### config.mk
export PLATFORM = sky130hd
export DESIGN_NAME = muldiv_unit
export DESIGN_NICKNAME = d
export VERILOG_FILES = /design/src/rtl/muldiv_pkg.sv /design/src/rtl/muldiv_negate.sv /design/src/rtl/muldiv_unit.sv
export SDC_FILE = /design/constraint.sdc
export NUM_CORES = 1
export LEC_CHECK = 0
export ABC_AREA = 1
export BUFFER_PORTS_ARGS = -buffer_cell sky130_fd_sc_hd__buf_2
export CAP_MARGIN = 20
export CELL_PAD_IN_SITES_DETAIL_PLACEMENT = 1
export CELL_PAD_IN_SITES_GLOBAL_PLACEMENT = 1
export CORE_UTILIZATION = 43
export CTS_BUF_LIST = sky130_fd_sc_hd__clkbuf_16
export CTS_CLUSTER_DIAMETER = 80
export DETAILED_ROUTE_END_ITERATION = 6
export PLACE_DENSITY = 0.88
export REMOVE_ABC_BUFFERS = 1
export SLEW_MARGIN = 10
export SYNTH_ARGS = -nofsm -noshare
export SYNTH_HDL_FRONTEND = slang
export SYNTH_SLANG_ARGS = --single-unit
### constraint.sdc
create_clock -name clk -period 2.9 [get_ports clk]
set_input_delay 0.725 -clock clk [delete_from_list [all_inputs] [get_ports clk]]
set_output_delay 0.725 -clock clk [all_outputs]
set_load 0.005 [all_outputs]
### src/rtl/muldiv_pkg.sv
// Shared encodings for the multi-cycle multiply/divide unit: opcodes, FSM states
// and the divide-by-zero quotient pattern.
package muldiv_pkg;

    typedef enum logic [1:0] {
        OP_MULT  = 2'b00,
        OP_MULTU = 2'b01,
        OP_DIV   = 2'b10,
        OP_DIVU  = 2'b11
    } op_e;

    typedef enum logic [1:0] {
        IDLE,
        CALC,
        FIXUP
    } state_e;

    // All-ones quotient for b=0; sliced to WIDTH by the user (WIDTH <= 64).
    localparam logic [63:0] DIV0_QUOTIENT = '1;

endpackage

### src/rtl/muldiv_negate.sv
// Conditional two's-complement negator (wraps, so -MIN == MIN).
module muldiv_negate #(
    parameter int WIDTH = 32
) (
    input  logic             neg,
    input  logic [WIDTH-1:0] x,
    output logic [WIDTH-1:0] y
);

    assign y = neg ? ({WIDTH{1'b0}} - x) : x;

endmodule

### src/rtl/muldiv_unit.sv
// Multi-cycle MULT/MULTU/DIV/DIVU unit owning HI/LO. Optional build macro
// MULDIV_EARLY_OUT_EN lets multiplies finish once the remaining multiplier is zero.
module muldiv_unit
    import muldiv_pkg::*;
#(
    parameter int WIDTH = 32
) (
    input  logic             clk,
    input  logic             reset_n,
    input  logic             start,
    input  logic [1:0]       op,
    input  logic [WIDTH-1:0] a,
    input  logic [WIDTH-1:0] b,
    input  logic             hi_we,
    input  logic             lo_we,
    input  logic [WIDTH-1:0] wdata,
    output logic             busy,
    output logic             done,
    output logic [WIDTH-1:0] hi,
    output logic [WIDTH-1:0] lo
);

    localparam int CW = $clog2(WIDTH + 1);

`ifdef MULDIV_EARLY_OUT_EN
    localparam bit EARLY_OUT = 1'b1;
`else
    localparam bit EARLY_OUT = 1'b0;
`endif

    state_e           state;
    op_e              op_q;
    logic [2*WIDTH-1:0] acc;      // product, or {remainder, dividend/quotient}
    logic [2*WIDTH-1:0] mcand;    // multiplicand, shifted left each step
    logic [WIDTH-1:0] mplier;     // multiplier (shifted right) or divisor
    logic [CW-1:0]    cnt;
    logic             sign_q;
    logic             sign_r;
    logic             div0;

    op_e              op_in;
    logic             signed_op;
    logic [WIDTH-1:0] abs_a;
    logic [WIDTH-1:0] abs_b;
    logic             is_mul;

    assign op_in     = op_e'(op);
    assign signed_op = (op_in == OP_MULT) || (op_in == OP_DIV);
    assign is_mul    = (op_q == OP_MULT) || (op_q == OP_MULTU);

    muldiv_negate #(.WIDTH(WIDTH)) u_neg_a (.neg(signed_op & a[WIDTH-1]), .x(a), .y(abs_a));
    muldiv_negate #(.WIDTH(WIDTH)) u_neg_b (.neg(signed_op & b[WIDTH-1]), .x(b), .y(abs_b));

    // Shift-add multiply step.
    logic [2*WIDTH-1:0] mul_acc_nxt;
    logic [WIDTH-1:0]   mplier_nxt;
    assign mul_acc_nxt = acc + (mplier[0] ? mcand : {2*WIDTH{1'b0}});
    assign mplier_nxt  = mplier >> 1;

    // Restoring divide step: trial-subtract the divisor from {rem, next dividend bit}.
    logic [WIDTH:0]     div_diff;
    logic [2*WIDTH-1:0] div_acc_nxt;
    assign div_diff    = acc[2*WIDTH-1:WIDTH-1] - {1'b0, mplier};
    assign div_acc_nxt = div_diff[WIDTH] ? {acc[2*WIDTH-2:0], 1'b0}
                                         : {div_diff[WIDTH-1:0], acc[WIDTH-2:0], 1'b1};

    logic calc_last;
    assign calc_last = (cnt == CW'(1)) || (EARLY_OUT && is_mul && (mplier_nxt == '0));

    // Sign fix-up of the finished magnitudes. With b=0 the restoring loop leaves
    // |a| as remainder, so restoring sign(a) yields the raw dividend for hi.
    logic [2*WIDTH-1:0] prod_fix;
    logic [WIDTH-1:0]   quo_fix;
    logic [WIDTH-1:0]   rem_fix;

    muldiv_negate #(.WIDTH(2*WIDTH)) u_neg_prod (.neg(sign_q), .x(acc),                 .y(prod_fix));
    muldiv_negate #(.WIDTH(WIDTH))   u_neg_quo  (.neg(sign_q), .x(acc[WIDTH-1:0]),      .y(quo_fix));
    muldiv_negate #(.WIDTH(WIDTH))   u_neg_rem  (.neg(sign_r), .x(acc[2*WIDTH-1:WIDTH]), .y(rem_fix));

    // NOTE: state is updated with non-blocking assignments so every register in
    // this block samples pre-edge values; blocking here would create ordering races.
    always_ff @(posedge clk or negedge reset_n) begin
        if (!reset_n) begin
            state  <= IDLE;
            op_q   <= OP_MULT;
            acc    <= '0;
            mcand  <= '0;
            mplier <= '0;
            cnt    <= '0;
            sign_q <= 1'b0;
            sign_r <= 1'b0;
            div0   <= 1'b0;
            busy   <= 1'b0;
            done   <= 1'b0;
            hi     <= '0;
            lo     <= '0;
        end else begin
            done <= 1'b0;
            unique case (state)
                IDLE: begin
                    if (start) begin
                        op_q   <= op_in;
                        acc    <= op_in[1] ? {{WIDTH{1'b0}}, abs_a} : '0;
                        mcand  <= {{WIDTH{1'b0}}, abs_a};
                        mplier <= abs_b;
                        cnt    <= CW'(WIDTH);
                        sign_q <= signed_op & (a[WIDTH-1] ^ b[WIDTH-1]);
                        sign_r <= signed_op & a[WIDTH-1];
                        div0   <= op_in[1] && (b == '0);
                        busy   <= 1'b1;
                        state  <= CALC;
                    end else begin
                        if (hi_we) hi <= wdata;
                        if (lo_we) lo <= wdata;
                    end
                end
                CALC: begin
                    cnt <= cnt - CW'(1);
                    if (is_mul) begin
                        acc    <= mul_acc_nxt;
                        mcand  <= mcand << 1;
                        mplier <= mplier_nxt;
                    end else begin
                        acc <= div_acc_nxt;
                    end
                    if (calc_last) state <= FIXUP;
                end
                FIXUP: begin
                    if (is_mul) begin
                        {hi, lo} <= prod_fix;
                    end else begin
                        hi <= rem_fix;
                        lo <= div0 ? DIV0_QUOTIENT[WIDTH-1:0] : quo_fix;
                    end
                    busy  <= 1'b0;
                    done  <= 1'b1;
                    state <= IDLE;
                end
                default: state <= IDLE;
            endcase
        end
    end

endmodule

==> summary.txt <==
Yosys
  – Asr flop ratio synth: 100.0%
  – Post-synth cell types: 60
  – Post-Syn Instances: approximately 4,300
  – Sequential-to-total area share from yosys stat: 24.32%
  – Synth Flop Type: dfrtp_1
  – EDFF count, synth: 0
  – Post-Syn Area per Cell: about 5.8 um2
  – #FFs+latches synth: between 200 and 250
  – Cell Area, Synth: between 20,000 and 25,000 um2
  – Yosys Warn Count: 0

Power and ir drop
  – Flop pwr share: a little over two fifths
  – Cell internal pwr: around 5.7 mW
  – Switch Pwr: approximately 2.1 mW
  – Clock power share: a little under 50%
  – Total power: 7.822 mW
  – Sw Ratio: 27.07%
  – VDD IR max: 0.3610 mV
  – Leak Pwr: 15.86 nW
  – Cell Pwr Density: between 200 and 300 nW/um2
  – Comb power frac: roughly 7%

Layout
  – Most frequent cells in the layout: 1,377 x nand2_1, 761 x inv_1, 370 x nand3_1
  – Finished Cell Area: 28,510 um2
  – Synth-to-layout area growth: 16.41%
  – Layout Utilization: 50.65%
  – Fraction of layout cells with a size suffix above 1: a little under an eighth
  – Most common cell after layout, fill and taps aside: nand2_1
  – Antenna fix cells: 0
  – Fill count: 8,006
  – Final nets: 4,715

GRT
  – Global-route wire length before repair: 172.0 mm
  – Grt peak-use layer: met2
  – Antenna violations before repair: 0
  – Met3 usage: around 5.9%
  – Largest net degree at the start of global routing: about 90
  – Total track usage: about two fifths
  – Met2 layer usage reported by global route: about 62%
  – Vias in the first global route: approximately 30,000
  – Met1 GRT Util: 51.09%
  – Grt total ovfl: 0

CTS
  – Max clock buf depth: 3
  – TritonCTS clock tree: done
  – Clk_lat worst skew: about 620 ps
  – H-tree depth: 1
  – Clock-pin slew on the worst setup and hold paths: 70 ps
  – # clock sinks: roughly 240
  – Number of CTS-inserted buffers: 31
  – Clock root buffer master: clkbuf_16

Die
  – Core area: about 56,000 um2
  – Die ar.: around 58,000 um2
  – Initial Util: 43.51%
  – Die Ht: about 240 um
  – Placement Rows: just under 90
  – I/O pin count: 169
  – Die Wd: 240.6 um

Drt
  – DRT Wirelength: ~110 mm
  – Final ANT Viol Nets: 0
  – DRT iter0 DRCs: 2,944
  – Remaining DRCs: 0
  – Via count: a little over 30,000
  – Via density: 5.738
  – DR WL/cell: about 22 um
  – First-pass DRT Iterations: 6

Outcome
  – Failing checks: setup timing
  – Status: finished, violations left

Setup path
  – Critical path endpoint category: flop
  – CP max FO: 8
  – Worst r2r dst: acc[60]
  – Worst setup path category: reg2reg
  – Crit path DAT: 3500 ps
  – Reg2reg setup slack: -50 ps
  – Setup crit start kind: flop
  – Worst R2R Path Depth: 15
  – Worst r2r src: acc[36]
  – Critical path origin: acc[36]
  – WP data required: 3450 ps

STA
  – Final min period: just under 3000 ps
  – Worst Skew: around 18 ps
  – Period utilization: 101.6%
  – Final setup fails: 1
  – Fin worst setup slack: -45.59 ps
  – Worst-Margin Slew: between 700 and 800 ps
  – Fmax: between 0.3 and 0.4 GHz
  – RSZ-0062 raised after global routing: yes
  – Final max-slew violation count: 0
  – Final hold viol count: 0
  – Slew headroom: a little under half

Flow run
  – Max Cap Violations: 0

Placed design
  – # port buffers: around 170
  – DP Area: around 27,000 um2
  – GPL Wtd Cong: 1.059
  – Post-DP HPWL: 89.77 mm

Worst hold path
  – Min-Delay Path Class: in2async
-- flip-flops by register name, indices dropped and copies added, names as in the netlist --
name	cells
acc	64
mcand	64
hi	32
lo	32
mplier	32
cnt	6
state	2
busy	1
div0	1
done	1
op_q	1
sign_q	1
sign_r	1
-- synthesized netlist by cell type, types with 39 or more instances --
| library cell | count | share of area (%) |
|---|---|---|
| a2bb2oi_1 | 39 | 1.4 |
| nand4_1 | 43 | 1.1 |
| nand2_1 | 1387 | 21 |
| o21ai_0 | 182 | 3.7 |
| clkbuf_1 | 70 | 1.1 |
| nor3_1 | 50 | 1.0 |
| dfrtp_1 | 238 | 24 |
| inv_1 | 760 | 12 |
| nor2_1 | 385 | 5.9 |
| a21oi_1 | 267 | 5.5 |
| nand3_1 | 375 | 7.7 |
| ha_1 | 101 | 5.2 |
-- cells by family after synthesis --
kind of cell / after synthesis / share of synthesized area [%]
AND/OR/NAND/NOR: 2321 / 39.31
adder cells (fa/ha/maj): 103 / 5.324
XOR/XNOR: 55 / 1.967
buffers and inverters: 899 / 14.12
multiplexers: 1 / 0.04088
AO/OA/AOI/OAI: 636 / 14.92
flip-flops: 238 / 24.32
-- worst max path at each step --
stage,endpoint,slack (ps),cells after the start
6_report,acc[60],-50,15
4_1_cts,acc[63],20,15
2_1_floorplan,acc[10],-4900,10
3_5_place_dp,acc[56],5,13
5_1_grt,acc[60],-80,18
3_3_place_gp,acc[56],30,13
-- critical path, cell delays in order (launching register included) --
cell and delay, ps:
dfrtp_1 760, ha_1 400, nand2_1 100, nand2_1 110
a21oi_2 170, nand2_2 100, nand2_2 70, nand2_2 60
nand2_2 100, nand3_4 200, buf_4 230, nand3_1 140
nand2_1 90, nand2_1 90, nand3_1 110, nand2_1 120
-- layer usage --
layer	vias up	routed length, um
li1	13960	-
met1	14610	46460
met2	1408	50490
met3	353	10520
met4	0	6274
met5	-	0
-- cell type report --
| class | count | area [um2] | area share, % |
|---|---|---|---|
| multi-input combinational | 3117 | 15330 | 53.78 |
| sequential | 238 | 5959 | 20.91 |
| inverter | 770 | 2890 | 10.14 |
| timing repair buffer | 351 | 2391 | 8.388 |
| tap | 756 | 945.9 | 3.318 |
| clock buffer | 31 | 775.7 | 2.721 |
| clock inverter | 24 | 212.7 | 0.7462 |
-- metrics by stage --
step | hold slack, ps | worst slack (ps) | setup TNS [ps] | std cells
finish | 54.48 | -45.59 | -45.59 | 5287
global route | 109.1 | -84.50 | -460.5 | 5287
CTS | 82.76 | 17.89 | 0 | 5284
detailed placement | 470.4 | 5.070 | 0 | 5229
global placement | 452.9 | 30.18 | 0 | 5229
floorplan | 429.4 | -4901 | -753210 | 4124
-- power groups by stage --
| stage | sequential (mW) | combinational, mW | clock (mW) |
|---|---|---|---|
| after floorplan | 3.45 | 0.193 | 0 |
| after global placement | 3.45 | 0.518 | 0 |
| after detailed placement | 3.45 | 0.533 | 0 |
| after CTS | 3.40 | 0.539 | 3.89 |
| after global routing | 3.40 | 0.596 | 4.01 |
| final | 3.40 | 0.544 | 3.88 |
-- repair_timing --
item,in CTS,in global routing
cloned,0,1
hold endpoints to repair,0,0
setup endpoints to repair,4,49
setup buffers,0,2
pin swaps,0,3
hold buffers,0,0
gates resized for setup,3,72
(Power assumes the default switching activity.)
